### src/rtl/iso14443a_miller_decoder.sv
// ISO 14443-A reader-to-card modified-Miller decoder.
// Glitch-filters pause_n, classifies pauses per bit period and assembles bytes/short frames.
module iso14443a_miller_decoder #(
    parameter int unsigned FILT_LEN = 3,
    parameter int unsigned X_LO     = 48,
    parameter int unsigned X_HI     = 79,
    parameter int unsigned Z_WIN    = 16
) (
    input  logic       ck_1356meg,
    input  logic       rst,
    input  logic       enable,
    input  logic       pause_n,
    output logic [7:0] data_out,
    output logic       data_valid,
    output logic       parity_err,
    output logic       short_frame,
    output logic       frame_start,
    output logic       frame_end,
    output logic       frame_err,
    output logic       last_bit,
    output logic       busy
);
    localparam int unsigned RUN_W = (FILT_LEN > 1) ? $clog2(FILT_LEN) : 1;

    typedef enum logic {S_IDLE, S_DATA} state_t;
    typedef enum logic [2:0] {F_NONE, F_BIT0, F_BIT1, F_END, F_ERR} fin_t;

    state_t           r_state, w_state_nxt;
    logic [6:0]       r_cnt, w_cnt_nxt;
    logic             r_sof, w_sof_nxt, r_x, w_x_nxt, r_z, w_z_nxt;
    logic             r_prev_one, w_prev_nxt;
    logic [8:0]       r_bits, w_bits_nxt;
    logic [3:0]       r_nbits, w_nbits_nxt;
    logic             r_byte_seen, w_byte_nxt, r_byte_last, w_blast_nxt;
    logic [7:0]       r_data, w_data_nxt;
    logic             r_valid, w_valid_nxt, r_perr, w_perr_nxt, r_short, w_short_nxt;
    logic             r_fstart, w_fstart_nxt, r_fend, w_fend_nxt, r_ferr, w_ferr_nxt;
    logic             r_last, w_last_nxt;
    logic             r_filt, w_filt_nxt;
    logic [RUN_W-1:0] r_run, w_run_nxt;
    logic             w_fall, w_do_fin, w_open_z, w_abort, w_bit;
    fin_t             w_fin;

    // Glitch filter: flip only after FILT_LEN consecutive samples disagreeing with the filtered state.
    assign w_fall = r_filt & ~pause_n & (r_run == RUN_W'(FILT_LEN - 1));

    always_comb begin
        w_filt_nxt = r_filt;
        w_run_nxt  = '0;
        if (pause_n != r_filt) begin
            if (r_run == RUN_W'(FILT_LEN - 1)) w_filt_nxt = pause_n;
            else                               w_run_nxt  = r_run + RUN_W'(1);
        end
    end

    // Outcome of closing the current bit period from the pause flags seen in it.
    always_comb begin
        if (r_sof)              w_fin = F_NONE;
        else if (r_x && r_z)    w_fin = F_ERR;
        else if (r_x)           w_fin = F_BIT1;
        else if (r_z)           w_fin = F_BIT0;
        else if (r_prev_one)    w_fin = F_BIT0;
        else                    w_fin = F_END;
    end
    assign w_bit = (w_fin == F_BIT1);

    always_comb begin
        w_state_nxt  = r_state;
        w_cnt_nxt    = r_cnt;
        w_sof_nxt    = r_sof;
        w_x_nxt      = r_x;
        w_z_nxt      = r_z;
        w_prev_nxt   = r_prev_one;
        w_bits_nxt   = r_bits;
        w_nbits_nxt  = r_nbits;
        w_byte_nxt   = r_byte_seen;
        w_blast_nxt  = r_byte_last;
        w_data_nxt   = r_data;
        w_perr_nxt   = r_perr;
        w_short_nxt  = r_short;
        w_last_nxt   = r_last;
        w_valid_nxt  = 1'b0;
        w_fstart_nxt = 1'b0;
        w_fend_nxt   = 1'b0;
        w_ferr_nxt   = 1'b0;
        w_do_fin     = 1'b0;
        w_open_z     = 1'b0;
        w_abort      = 1'b0;

        if (!enable) begin
            w_state_nxt = S_IDLE;
        end else if (r_state == S_IDLE) begin
            if (w_fall) begin
                w_state_nxt  = S_DATA;
                w_cnt_nxt    = 7'd0;
                w_sof_nxt    = 1'b1;
                w_fstart_nxt = 1'b1;
            end
        end else begin
            w_cnt_nxt = r_cnt + 7'd1;
            if (w_fall) begin
                if (r_cnt >= 7'(X_LO) && r_cnt <= 7'(X_HI)) begin
                    w_x_nxt   = 1'b1;
                    w_cnt_nxt = 7'd64;
                end else if (r_cnt <= 7'(Z_WIN - 1)) begin
                    if (r_x) begin
                        w_abort = 1'b1;
                    end else begin
                        w_z_nxt   = 1'b1;
                        w_cnt_nxt = 7'd0;
                    end
                end else if (r_cnt >= 7'(128 - Z_WIN)) begin
                    w_do_fin = 1'b1;
                    w_open_z = 1'b1;
                end else begin
                    w_abort = 1'b1;
                end
            end else if (r_cnt == 7'd127) begin
                w_do_fin = 1'b1;
            end

            if (w_do_fin) begin
                w_sof_nxt = 1'b0;
                w_x_nxt   = 1'b0;
                w_z_nxt   = w_open_z;
                w_cnt_nxt = 7'd0;
                case (w_fin)
                    F_BIT0, F_BIT1: begin
                        w_prev_nxt = w_bit;
                        if (r_nbits == 4'd8) begin
                            w_data_nxt  = r_bits[7:0];
                            w_perr_nxt  = ~^{w_bit, r_bits[7:0]};
                            w_short_nxt = 1'b0;
                            w_valid_nxt = 1'b1;
                            w_bits_nxt  = '0;
                            w_nbits_nxt = 4'd0;
                            w_byte_nxt  = 1'b1;
                            w_blast_nxt = w_bit;
                        end else begin
                            w_bits_nxt[r_nbits] = w_bit;
                            w_nbits_nxt         = r_nbits + 4'd1;
                        end
                    end
                    F_END: begin
                        w_state_nxt = S_IDLE;
                        if (!r_byte_seen && r_nbits == 4'd7) begin
                            w_data_nxt  = {1'b0, r_bits[6:0]};
                            w_short_nxt = 1'b1;
                            w_perr_nxt  = 1'b0;
                            w_valid_nxt = 1'b1;
                            w_fend_nxt  = 1'b1;
                            w_last_nxt  = r_bits[6];
                        end else if (r_byte_seen &&
                                     (r_nbits == 4'd0 || (r_nbits == 4'd1 && !r_bits[0]))) begin
                            // A single trailing 0 after a byte is the end-of-frame logic 0.
                            w_fend_nxt = 1'b1;
                            w_last_nxt = r_byte_last;
                        end else begin
                            w_ferr_nxt = 1'b1;
                        end
                    end
                    F_ERR:   w_abort = 1'b1;
                    default: ;
                endcase
            end

            if (w_abort) begin
                w_ferr_nxt  = 1'b1;
                w_state_nxt = S_IDLE;
            end
        end

        if (w_state_nxt == S_IDLE) begin
            w_cnt_nxt   = 7'd0;
            w_sof_nxt   = 1'b0;
            w_x_nxt     = 1'b0;
            w_z_nxt     = 1'b0;
            w_prev_nxt  = 1'b0;
            w_bits_nxt  = '0;
            w_nbits_nxt = 4'd0;
            w_byte_nxt  = 1'b0;
        end
    end

    always_ff @(posedge ck_1356meg) begin
        if (rst) begin
            r_state     <= S_IDLE;
            r_cnt       <= 7'd0;
            r_sof       <= 1'b0;
            r_x         <= 1'b0;
            r_z         <= 1'b0;
            r_prev_one  <= 1'b0;
            r_bits      <= '0;
            r_nbits     <= 4'd0;
            r_byte_seen <= 1'b0;
            r_byte_last <= 1'b0;
            r_data      <= 8'h00;
            r_valid     <= 1'b0;
            r_perr      <= 1'b0;
            r_short     <= 1'b0;
            r_fstart    <= 1'b0;
            r_fend      <= 1'b0;
            r_ferr      <= 1'b0;
            r_last      <= 1'b0;
            r_filt      <= 1'b1;
            r_run       <= '0;
        end else begin
            r_state     <= w_state_nxt;
            r_cnt       <= w_cnt_nxt;
            r_sof       <= w_sof_nxt;
            r_x         <= w_x_nxt;
            r_z         <= w_z_nxt;
            r_prev_one  <= w_prev_nxt;
            r_bits      <= w_bits_nxt;
            r_nbits     <= w_nbits_nxt;
            r_byte_seen <= w_byte_nxt;
            r_byte_last <= w_blast_nxt;
            r_data      <= w_data_nxt;
            r_valid     <= w_valid_nxt;
            r_perr      <= w_perr_nxt;
            r_short     <= w_short_nxt;
            r_fstart    <= w_fstart_nxt;
            r_fend      <= w_fend_nxt;
            r_ferr      <= w_ferr_nxt;
            r_last      <= w_last_nxt;
            r_filt      <= w_filt_nxt;
            r_run       <= w_run_nxt;
        end
    end

    assign data_out    = r_data;
    assign data_valid  = r_valid;
    assign parity_err  = r_perr;
    assign short_frame = r_short;
    assign frame_start = r_fstart;
    assign frame_end   = r_fend;
    assign frame_err   = r_ferr;
    assign last_bit    = r_last;
    assign busy        = (r_state == S_DATA);
endmodule

### config.mk
export PLATFORM = sky130hd
export DESIGN_NAME = iso14443a_miller_decoder
export DESIGN_NICKNAME = d
export VERILOG_FILES = /design/src/rtl/iso14443a_miller_decoder.sv
export SDC_FILE = /design/constraint.sdc
export NUM_CORES = 1
export LEC_CHECK = 0
export ABC_AREA = 1
export CAP_MARGIN = 20
export CORE_ASPECT_RATIO = 2
export CORE_MARGIN = 2
export CORE_UTILIZATION = 60
export CTS_BUF_LIST = sky130_fd_sc_hd__clkbuf_4
export DETAILED_ROUTE_END_ITERATION = 10
export GPL_TIMING_DRIVEN = 1
export PLACE_DENSITY = 0.82
export SETUP_SLACK_MARGIN = 0.15
export SLEW_MARGIN = 30
export SYNTH_ARGS = -nofsm -noshare
export SYNTH_HDL_FRONTEND = slang
export SYNTH_SLANG_ARGS = --single-unit
### constraint.sdc
create_clock -name ck_1356meg -period 4.3 [get_ports ck_1356meg]
set_input_delay 0.43 -clock ck_1356meg [delete_from_list [all_inputs] [get_ports ck_1356meg]]
set_output_delay 0.43 -clock ck_1356meg [all_outputs]
set_load 0.005 [all_outputs]
==> reports/summary.txt, run 1 <==
Outcome -> finished clean
Vertical die dimension -> 96.6 um
Crit-path most repeated cell -> sky130_fd_sc_hd__nand2_1
Startpoint of the lowest-slack register-to-register path -> r_nbits[0]
Pin count of the biggest net entering global routing -> 26
CP Cell Sequence -> clkdlybuf4s50_1 > inv_1 > ha_1 > nand2_1 > nand2_1 > nand2_4 > or2_1 > nand3_1 > nand2_1 > nand2_4 > nor2_1
Max-Slew Margin vs Limit -> 72.3%
Proportion of register bits with asynchronous set or reset after synthesis -> 0%
Post-CTS setup buffers -> 0
Type of the most critical hold path -> reg2reg
Worst Max-Slew Pin Slew -> 415 ps
Critical register-to-register path endpoint -> data_out[0]
Yosys warnings -> 0
Number of global-route vias before repair -> 2211
Type of origin of the critical path -> input port
Commonest cells in the synthesized netlist -> 113 x sky130_fd_sc_hd__nand2_1, 47 x sky130_fd_sc_hd__nor2_1, 46 x sky130_fd_sc_hd__inv_1
Die area -> 4860 um^2
Most common cell in the netlist -> sky130_fd_sc_hd__nand2_1
Cell depth of the worst hold path -> 1
Setup repair after global routing missed its margin -> false
Worst reg-to-reg setup slack -> 2290 ps
Static Leakage -> 1.27 nW
Number of endpoints with negative hold slack in the final report -> 0
Number of gates resized after CTS -> 0
Buffers on Ports -> 19
Req. time, crit path -> 4540 ps
Predominant post-synthesis flop cell -> sky130_fd_sc_hd__dfxtp_1
Sinks on Clock Net -> 44
Clock tree from TritonCTS -> built
Layout cell share with drive strength beyond 1 -> 15.5%
Floorplan core area -> 4090 um^2
Number of synthesized flops with an enable pin -> 0
Row Count -> 33
Hold buffer count at cts -> 0
Die width -> 50.3 um
Number of distinct library cells after synthesis -> 31
Worst Clk Skew -> 9.36 ps
Final worst hold slack -> 436 ps
Post-DP Area -> 2780 um^2
Class of the most critical setup path -> in2reg
Arrival time worst endpoint -> 2310 ps
Cell with the largest stage delay on the worst path -> sky130_fd_sc_hd__clkdlybuf4s50_1
Number of clock buffers inserted by TritonCTS -> 5
Sum of negative setup slack -> 0 ps
Max rail drop VDD -> 0.239 mV
Final number of max-transition violations -> 0
Largest cells by area after synthesis -> sky130_fd_sc_hd__dfxtp_1 34%, sky130_fd_sc_hd__nand2_1 16%, sky130_fd_sc_hd__nor2_1 6.9%
Power density normalized to cell area -> 239 nW/um^2
Post-layout net count -> 411
Share of the synthesized area in the top cell type -> 34.3%
Clock tree root buffer cell -> sky130_fd_sc_hd__clkbuf_4
Endpoint kind of the worst setup timing path -> register
Clock-pin transition on the worst setup and hold timing paths -> 120 ps
Final standard cell area without fillers -> 2860 um^2
Total GRT Usage -> 23.5%
Antenna violations before repair -> 0
Part of the Yosys area used for sequential elements -> 34.3%
Post-route ant nets -> 0
Max frequency -> 483 MHz
Total grt overflow -> 0
Setup violation total in the final timing report -> 0
Post-synth net total -> 389
Detailed-placement wirelength estimate -> 4100 um
Global-route wire length before repair -> 8900 um
Final worst-path cycle share -> 48.1%
Clock Tree Buf Depth -> 2
Area Growth Syn to Fin -> 11.3%
Total iterations of the first detailed-routing run -> 5
Source of the critical timing path -> pause_n
DR WL/cell -> 11.6 um
Diodes inserted -> 0
Max-cap violations -> 0
Initial DRC count -> 29
Final estimated routing congestion in global placement -> 0.916
Initial standard-cell utilization of the core -> 62.9%
Cell accounting for the most synthesized area -> sky130_fd_sc_hd__dfxtp_1
Delay of the slowest cell on the worst path -> 400 ps
Synthesized cell area -> 2570 um^2
Number of synthesized register bits -> 44
Post-detailed-routing wire length -> 5230 um
Syn Area/Cell -> 6.82 um^2
Via total after detailed routing -> 2310
Number of top-level pins -> 20
Final critical-path required period -> 2070 ps
Logic depth of the worst register-to-register path -> 11
Vias per cell -> 5.11
DR DRC count -> 0
Count of mapped cells out of synthesis -> 377
Largest fanout on the critical path -> 25
H-tree lvl count -> 2
Critical Path End -> r_cnt[2]
Source-to-sink clock delay at the later pin of the worst-skew pair -> 360 ps
-- cell usage in the layout (no fill, tap or decap), drive strengths merged --
| master | synthesis | layout |
|---|---|---|
| nand2 | 120 | 120 |
| o21ai | 24 | 24 |
| nand4 | 3 | 3 |
| o211ai | 1 | 1 |
| a21oi | 18 | 18 |
| o311ai | 1 | 1 |
| bufinv | 0 | 1 |
| nor2 | 74 | 74 |
| clkbuf | 1 | 5 |
| o22ai | 1 | 1 |
| clkinvlp | 0 | 1 |
| dfxtp | 44 | 44 |
| clkinv | 0 | 1 |
| inv | 51 | 51 |
| nor3 | 5 | 5 |
| clkdlybuf4s50 | 0 | 19 |
| ha | 8 | 8 |
| xor2 | 5 | 5 |
| nand3 | 15 | 15 |
| nor4 | 1 | 1 |
| a31oi | 1 | 1 |
| or2 | 1 | 1 |
-- metal layers --
metal	track usage [%]	vias up	wire length, um
met5	0	-	0
met4	10.4	0	147
met3	3.23	15	123
met2	48.5	32	3010
met1	21.9	1044	1950
li1	-	1219	-
-- through the flow --
| stage | utilization, % | std cells | setup slack, ps | power [W] |
|---|---|---|---|---|
| detailed placement | 68.0 | 444 | 1850 | 0.000436 |
| global route | 70.0 | 452 | 1930 | 0.000705 |
| floorplan | - | 377 | 2570 | 0.000431 |
| global placement | 68.0 | 444 | 1940 | 0.000436 |
| finish | 70.0 | 452 | 2230 | 0.000683 |
| CTS | 70.0 | 452 | 2230 | 0.000688 |
-- kinds of logic after synthesis --
| logic type | Yosys count | share of synthesized area (%) |
|---|---|---|
| DFF | 44 | 34.3 |
| AOI/OAI and AO/OA | 46 | 10.9 |
| and+or+nand+nor | 219 | 39.9 |
| buffers and inverters | 55 | 9.39 |
| xor gates and xnor gates | 5 | 1.70 |
| adders and majority gates | 8 | 3.89 |
-- worst min path at each step --
stage,start,end,slack [ps]
final,r_run[0],r_run[0],440
after floorplan,r_run[0],r_run[0],390
after global routing,r_run[0],r_run[0],470
after detailed placement,r_run[0],r_run[0],430
after CTS,r_run[0],r_run[0],450
after global placement,r_run[0],r_run[0],400
-- critical path: cells and delay by family --
kind,cells,cell delay [ps]
AND/OR/NAND/NOR,8,1250
buffers and inverters,2,470
adder cells (fa/ha/maj),1,140
-- registers in the layout, summed over array words and instances, names as in the netlist, 2 cells and up --
register	cells
r_cnt	7
r_run	2
r_nbits	4
data_out	8
r_bits	8
-- layout make-up --
type / instances / area, um^2
clock buffer: 5 / 37.5
clock inverter: 3 / 42.5
fill: 342 / 1230
inverter: 51 / 196
multi-input combinational: 278 / 1450
sequential: 44 / 881
tap: 52 / 65.1
timing repair buffer: 19 / 190
-- report_power, final --
| group | total (W) | switching, W | internal [W] |
|---|---|---|---|
| Combinational | 0.0000168 | 0.0000104 | 0.00000643 |
| Sequential | 0.000410 | 0.000000945 | 0.000409 |
| Clock | 0.000256 | 0.000135 | 0.000121 |
(Power assumes the default switching activity.)
==> run 2, diff against run 1 <==
Settings changed: CORE_UTILIZATION 60 to 54, PLACE_DENSITY 0.82 to 0.78.
Clock period 4.3 ns to 1.7 ns, I/O delays scaled along.
==> reports/summary.txt, run 2 (synthesized netlist as in run 1, its figures left out) <==
Antenna violations before repair -> 0 (unchanged)
Row Count -> 35 (was 33)
Max rail drop VDD -> 0.504 mV (was 0.239 mV)
Largest fanout on the critical path -> 3 (was 25)
Worst reg-to-reg setup slack -> -50 ps (was 2290 ps)
Area Growth Syn to Fin -> 36.0% (was 11.3%)
Global-route wire length before repair -> 11000 um (was 8900 um)
Number of endpoints with negative hold slack in the final report -> 0 (unchanged)
Post-detailed-routing wire length -> 7700 um (was 5230 um)
Sum of negative setup slack -> -49.6 ps (was 0 ps)
Vias per cell -> 5.46 (was 5.11)
Sw Share -> 24.5% (was 21.4%)
Max-Slew Margin vs Limit -> 75.0% (was 72.3%)
Initial standard-cell utilization of the core -> 55.9% (was 62.9%)
Power density normalized to cell area -> 461 nW/um^2 (was 239 nW/um^2)
Vertical die dimension -> 102 um (was 96.6 um)
Most frequent standard cell in the layout excluding fill and tap cells -> sky130_fd_sc_hd__nand2_1 (unchanged)
Clock Tree Buf Depth -> 2 (unchanged)
Post-route ant nets -> 0 (unchanged)
Final estimated routing congestion in global placement -> 0.903 (was 0.916)
Req. time, crit path -> 2010 ps (was 4540 ps)
Setup violation total in the final timing report -> 2 (was 0)
Logic depth of the worst register-to-register path -> 11 (unchanged)
Relative contribution of the clock network to total power -> 31.5% (was 37.5%)
Detailed-placement wirelength estimate -> 4830 um (was 4100 um)
Post-layout net count -> 454 (was 411)
Most frequent cells in the layout -> 103 x sky130_fd_sc_hd__nand2_1, 40 x sky130_fd_sc_hd__nor2_1, 39 x sky130_fd_sc_hd__inv_1, 34 x sky130_fd_sc_hd__dfxtp_1, 30 x sky130_fd_sc_hd__buf_4 (was 113 x sky130_fd_sc_hd__nand2_1, 47 x sky130_fd_sc_hd__nor2_1, 46 x sky130_fd_sc_hd__inv_1, 44 x sky130_fd_sc_hd__dfxtp_1, 23 x sky130_fd_sc_hd__nor2_2)
Die area -> 5360 um^2 (was 4860 um^2)
Number of top-level pins -> 20 (unchanged)
Total iterations of the first detailed-routing run -> 5 (unchanged)
DR WL/cell -> 15.5 um (was 11.6 um)
Static Leakage -> 1.57 nW (was 1.27 nW)
Total grt overflow -> 0 (unchanged)
Start point of the worst hold path -> r_run[0] (unchanged)
Total GRT Usage -> 27.3% (was 23.5%)
Total power of the final layout -> 0.00161 W (was 0.000683 W)
Source-to-sink clock delay at the later pin of the worst-skew pair -> 360 ps (about the same)
Endpoint kind of the worst setup timing path -> register (unchanged)
Setup repair after global routing missed its margin -> true (was false)
Fillcell total -> 313 (was 342)
Clock tree root buffer cell -> sky130_fd_sc_hd__clkbuf_4 (unchanged)
H-tree lvl count -> 2 (unchanged)
Critical register-to-register path endpoint -> r_z (was data_out[0])
Die width -> 52.8 um (was 50.3 um)
Worst hold path endpoint -> r_run[0] (unchanged)
Class of the most critical setup path -> reg2reg (was in2reg)
Part of the total power dissipated in combinational logic -> 4.2% (was 2.5%)
Switch Pwr -> 0.000395 W (was 0.000146 W)
Sequential fraction of design power -> 64.3% (was 60.1%)
Clock tree from TritonCTS -> built (unchanged)
Outcome -> finished, violations left (was finished clean)
Layout cell share with drive strength beyond 1 -> 34.1% (was 15.5%)
Violated checks -> setup timing
Startpoint of the lowest-slack register-to-register path -> r_cnt[1] (was r_nbits[0])
Setup ws final -> -48.4 ps (was 2230 ps)
Arrival time worst endpoint -> 2060 ps (was 2310 ps)
Clock-pin transition on the worst setup and hold timing paths -> 140 ps (was 120 ps)
DR DRC count -> 0 (unchanged)
Final worst-path cycle share -> 103%
Floorplan core area -> 4600 um^2 (was 4090 um^2)
Max-cap violations -> 0 (unchanged)
Type of the most critical hold path -> reg2reg (unchanged)
Type of origin of the critical path -> register (was input port)
Cell depth of the worst hold path -> 1 (unchanged)
Final number of max-transition violations -> 0 (unchanged)
Diodes inserted -> 0 (unchanged)
Final worst hold slack -> 419 ps (was 436 ps)
Number of global-route vias before repair -> 2692 (was 2211)
Buffers on Ports -> 19 (unchanged)
Sinks on Clock Net -> 44 (unchanged)
Max frequency -> 572 MHz
Via total after detailed routing -> 2720 (was 2310)
Pin count of the biggest net entering global routing -> 14 (was 26)
Power Internal -> 0.00122 W (was 0.000537 W)
Initial DRC count -> 111 (was 29)
Worst Clk Skew -> 7.67 ps (was 9.36 ps)
Fraction of the core area covered by cells at the end of the flow -> 76.1% (was 70.0%)
Number of clock buffers inserted by TritonCTS -> 5 (unchanged)
Final critical-path required period -> 1750 ps
Worst Max-Slew Pin Slew -> 376 ps (was 415 ps)
==> run 2: cell types whose count changed in the layout (fill, tap and decap cells not counted), moves of 4 or more <==
cell / before / now
sky130_fd_sc_hd__dfxtp_1: 44 / 34
sky130_fd_sc_hd__o21ai_0: 22 / 12
sky130_fd_sc_hd__inv_1: 46 / 39
sky130_fd_sc_hd__o21ai_1: 0 / 8
sky130_fd_sc_hd__nor2_4: 2 / 11
sky130_fd_sc_hd__buf_4: 0 / 30
sky130_fd_sc_hd__buf_6: 0 / 8
sky130_fd_sc_hd__dfxtp_2: 0 / 9
sky130_fd_sc_hd__inv_4: 0 / 4
sky130_fd_sc_hd__nand2_1: 113 / 103
sky130_fd_sc_hd__nand2_2: 5 / 12
sky130_fd_sc_hd__nor2_1: 47 / 40
sky130_fd_sc_hd__ha_1: 8 / 3
==> run 2: critical path, cell delays in order, from the launching register on <==
cell and delay (ps):
sky130_fd_sc_hd__dfxtp_4 400, sky130_fd_sc_hd__ha_4 170, sky130_fd_sc_hd__nand2_2 80, sky130_fd_sc_hd__nor2_2 130, sky130_fd_sc_hd__nand2_1 140, sky130_fd_sc_hd__nand2_1 90
sky130_fd_sc_hd__nand2_1 110, sky130_fd_sc_hd__a21oi_1 160, sky130_fd_sc_hd__o21ai_0 140, sky130_fd_sc_hd__nand2_1 130, sky130_fd_sc_hd__inv_1 80, sky130_fd_sc_hd__nor2_4 90
==> run 2: how the worst max path moves through the flow <==
stage                  end  depth (start not counted)  slack (ps)     start
2_1_floorplan  r_byte_seen                         10         160  r_cnt[1]
3_5_place_dp    r_nbits[3]                         14        -220   pause_n
4_1_cts           r_cnt[3]                         10          70  r_cnt[1]
5_1_grt                r_z                         11        -100  r_cnt[1]
3_3_place_gp    r_prev_one                         12        -180   pause_n
6_report               r_z                         11         -50  r_cnt[1]
==> run 2: per-layer routing <==
metal	track usage, %	wire, um
met4	19.1	495
met2	53.4	4430
met5	0	0
met1	23.3	2550
met3	3.69	231
==> run 2: timing repair <==
| item | CTS | global route |
|---|---|---|
| gates resized for setup | 38 | 45 |
| gates cloned | 3 | 0 |
| hold buffers | 0 | 0 |
| endpoints found under the setup margin | 39 | 40 |
| setup buffers | 7 | 5 |
| pin swaps | 16 | 19 |
==> run 2: metrics by stage <==
step / cell area (um^2) / instances / setup WS, ps
after floorplan: 2620 / 377 / 157
after global placement: 3050 / 475 / -184
after detailed placement: 3050 / 475 / -225
after CTS: 3290 / 493 / 70.0
after global routing: 3500 / 498 / -104
final: 3500 / 498 / -48.4
==> run 2: layout make-up <==
cell class                 instances  area (um^2)  share of cell area [%]
clock inverter                     3         13.8                   0.394
inverter                          51          214                    6.12
timing repair buffer              60          576                    16.5
multi-input combinational        280         1690                    48.4
tap                               55         68.8                    1.97
sequential                        44          896                    25.6
clock buffer                       5         37.5                    1.07
==> run 2: power by group through the flow <==
| stage | Combinational [W] | Sequential, W | Clock (W) |
|---|---|---|---|
| after floorplan | 0.0000338 | 0.00106 | 0 |
| after global placement | 0.0000537 | 0.00106 | 0 |
| after detailed placement | 0.0000552 | 0.00106 | 0 |
| after CTS | 0.0000603 | 0.00104 | 0.000499 |
| after global routing | 0.0000721 | 0.00104 | 0.000538 |
| final | 0.0000669 | 0.00104 | 0.000508 |
==> run 3, diff against run 2 <==
Settings changed: RECOVER_POWER from default to 25.
==> reports/summary.txt, run 3 (synthesized netlist as in run 1, its figures left out) <==
Global-route wire length before repair -> 11000 um (unchanged)
Initial DRC count -> 111 (unchanged)
Detailed-placement wirelength estimate -> 4830 um (unchanged)
Delay of the slowest cell on the worst path -> 400 ps (about the same)
Vertical die dimension -> 102 um (unchanged)
Number of clock buffers inserted by TritonCTS -> 5 (unchanged)
Final worst hold slack -> 419 ps (about the same)
Diodes inserted -> 0 (unchanged)
Number of endpoints with negative hold slack in the final report -> 0 (unchanged)
Layout cell share with drive strength beyond 1 -> 34.1% (unchanged)
Final worst-path cycle share -> 103% (about the same)
Max rail drop VDD -> 0.502 mV (was 0.504 mV)
Setup ws final -> -49.2 ps (was -48.4 ps)
Worst Clk Skew -> 7.53 ps (was 7.67 ps)
Post-detailed-routing wire length -> 7710 um (was 7700 um)
DR WL/cell -> 15.5 um (about the same)
Relative contribution of the clock network to total power -> 31.6% (was 31.5%)
Final number of max-transition violations -> 0 (unchanged)
Class of the most critical setup path -> reg2reg (unchanged)
Sw Share -> 24.5% (about the same)
Outcome -> finished, violations left (unchanged)
DR DRC count -> 0 (unchanged)
Clock tree from TritonCTS -> built (unchanged)
Max frequency -> 572 MHz (about the same)
Clock Tree Buf Depth -> 2 (unchanged)
Sequential fraction of design power -> 64.3% (about the same)
Total iterations of the first detailed-routing run -> 5 (unchanged)
Setup repair after global routing missed its margin -> true (unchanged)
Power Internal -> 0.00122 W (about the same)
Type of the most critical hold path -> reg2reg (unchanged)
Number of global-route vias before repair -> 2692 (unchanged)
Arrival time worst endpoint -> 2060 ps (about the same)
Type of origin of the critical path -> register (unchanged)
Post-route ant nets -> 0 (unchanged)
Die area -> 5360 um^2 (unchanged)
Most frequent standard cell in the layout excluding fill and tap cells -> sky130_fd_sc_hd__nand2_1 (unchanged)
Switch Pwr -> 0.000395 W (about the same)
Source of the critical timing path -> r_cnt[1] (unchanged)
Total grt overflow -> 0 (unchanged)
Static Leakage -> 1.59 nW (was 1.57 nW)
Pre-CTS WS -> -225 ps (unchanged)
Buffers on Ports -> 19 (unchanged)
Number of top-level pins -> 20 (unchanged)
Start point of the worst hold path -> r_run[0] (unchanged)
Area Growth Syn to Fin -> 36.0% (unchanged)
Power density normalized to cell area -> 461 nW/um^2 (about the same)
Final standard cell area without fillers -> 3500 um^2 (unchanged)
Total GRT Usage -> 27.3% (unchanged)
Via total after detailed routing -> 2749 (was 2720)
Post-layout net count -> 454 (unchanged)
Cell with the largest stage delay on the worst path -> sky130_fd_sc_hd__dfxtp_4 (unchanged)
Total power of the final layout -> 0.00161 W (about the same)
Hold buffer count at cts -> 0 (unchanged)
Source-to-sink clock delay at the later pin of the worst-skew pair -> 360 ps (about the same)
Initial standard-cell utilization of the core -> 55.9% (unchanged)
Row Count -> 35 (unchanged)
Fillcell total -> 313 (unchanged)
Final critical-path required period -> 1750 ps (about the same)
Final estimated routing congestion in global placement -> 0.903 (unchanged)
Floorplan core area -> 4600 um^2 (unchanged)
Part of the total power dissipated in combinational logic -> 4.1% (was 4.2%)
Vias per cell -> 5.52 (was 5.46)
Post-DP Area -> 3050 um^2 (unchanged)
Clock-pin transition on the worst setup and hold timing paths -> 130 ps (was 140 ps)
Pin count of the biggest net entering global routing -> 14 (unchanged)
CP Cell Sequence -> ha_4 > nand2_2 > nor2_2 > nand2_1 > nand2_1 > nand2_1 > a21oi_1 > o21ai_0 > nand2_1 > inv_1 > nor2_4 (unchanged)
Worst Max-Slew Pin Slew -> 375 ps (was 376 ps)
Endpoint kind of the worst setup timing path -> register (unchanged)
Startpoint of the lowest-slack register-to-register path -> r_cnt[1] (unchanged)
Die width -> 52.8 um (unchanged)
Clock tree root buffer cell -> sky130_fd_sc_hd__clkbuf_4 (unchanged)
Sinks on Clock Net -> 44 (unchanged)
Max-Slew Margin vs Limit -> 75.0% (about the same)
Crit-path most repeated cell -> sky130_fd_sc_hd__nand2_1 (unchanged)
H-tree lvl count -> 2 (unchanged)
Req. time, crit path -> 2010 ps (about the same)
Antenna violations before repair -> 0 (unchanged)
Max-cap violations -> 0 (unchanged)
Most frequent cells in the layout -> 103 x sky130_fd_sc_hd__nand2_1, 40 x sky130_fd_sc_hd__nor2_1, 39 x sky130_fd_sc_hd__inv_1, 34 x sky130_fd_sc_hd__dfxtp_1, 30 x sky130_fd_sc_hd__buf_4 (unchanged)
Violated checks -> setup timing (unchanged)
Setup violation total in the final timing report -> 1 (was 2)
Largest fanout on the critical path -> 3 (unchanged)
[run 3: cell count changes in the layout (fill, tap and decap cells not counted)]
cell	previous run	this run
sky130_fd_sc_hd__clkdlybuf4s50_1	18	10
sky130_fd_sc_hd__dlygate4sd3_1	0	8
[run 3: worst max-delay path: cells and delay by family, from the launching register on]
kind	cells	cell delay, ps
compound gates	2	300
fa+ha+maj	1	170
buf+inv	1	80
flops	1	400
simple gates	7	770
[run 3: routing by layer]
| metal | vias up | GRT usage (%) | wire (um) |
|---|---|---|---|
| met5 | - | 0 | 0 |
| met4 | 0 | 19.1 | 503 |
| met3 | 52 | 3.69 | 262 |
| met2 | 107 | 53.4 | 4420 |
| met1 | 1283 | 23.3 | 2530 |
| li1 | 1307 | - | - |
[run 3: power groups by stage]
stage | registers, W | clock network, W | logic, W
after floorplan | 0.00106 | 0 | 0.0000338
after global placement | 0.00106 | 0 | 0.0000537
after detailed placement | 0.00106 | 0 | 0.0000552
after CTS | 0.00104 | 0.000499 | 0.0000603
after global routing | 0.00104 | 0.000538 | 0.0000716
final | 0.00104 | 0.000508 | 0.0000664
[run 3: worst paths after layout]
path / to / slack, ps / depth (start not counted)
setup reg to reg: r_z / -50 / 11
hold / removal: r_run[0] / 420 / 1
setup / recovery: r_z / -50 / 11
hold reg to reg: r_run[0] / 420 / 1
[run 3: area by class of cell]
class / count / area, um^2 / share of cell area, %
Sequential cell: 44 / 896 / 25.6
Clock buffer: 5 / 37.5 / 1.07
Multi-Input combinational cell: 280 / 1690 / 48.4
Tap cell: 55 / 68.8 / 1.97
Clock inverter: 3 / 13.8 / 0.394
Inverter: 51 / 214 / 6.12
Timing Repair Buffer: 60 / 576 / 16.5
[run 3: timing repair]
action	CTS	global route
cloned	3	0
setup endpoints to repair	39	40
gates resized for setup	38	45
setup buffers	7	5
pin swaps	16	19
[run 3: per-stage QoR]
| step | TNS [ps] | std cells | util (%) |
|---|---|---|---|
| 2_1_floorplan | 0 | 377 | - |
| 3_3_place_gp | -6050 | 475 | 66.4 |
| 3_5_place_dp | -7150 | 475 | 66.4 |
| 4_1_cts | 0 | 493 | 71.5 |
| 5_1_grt | -2150 | 498 | 76.1 |
| 6_report | -49.2 | 498 | 76.1 |
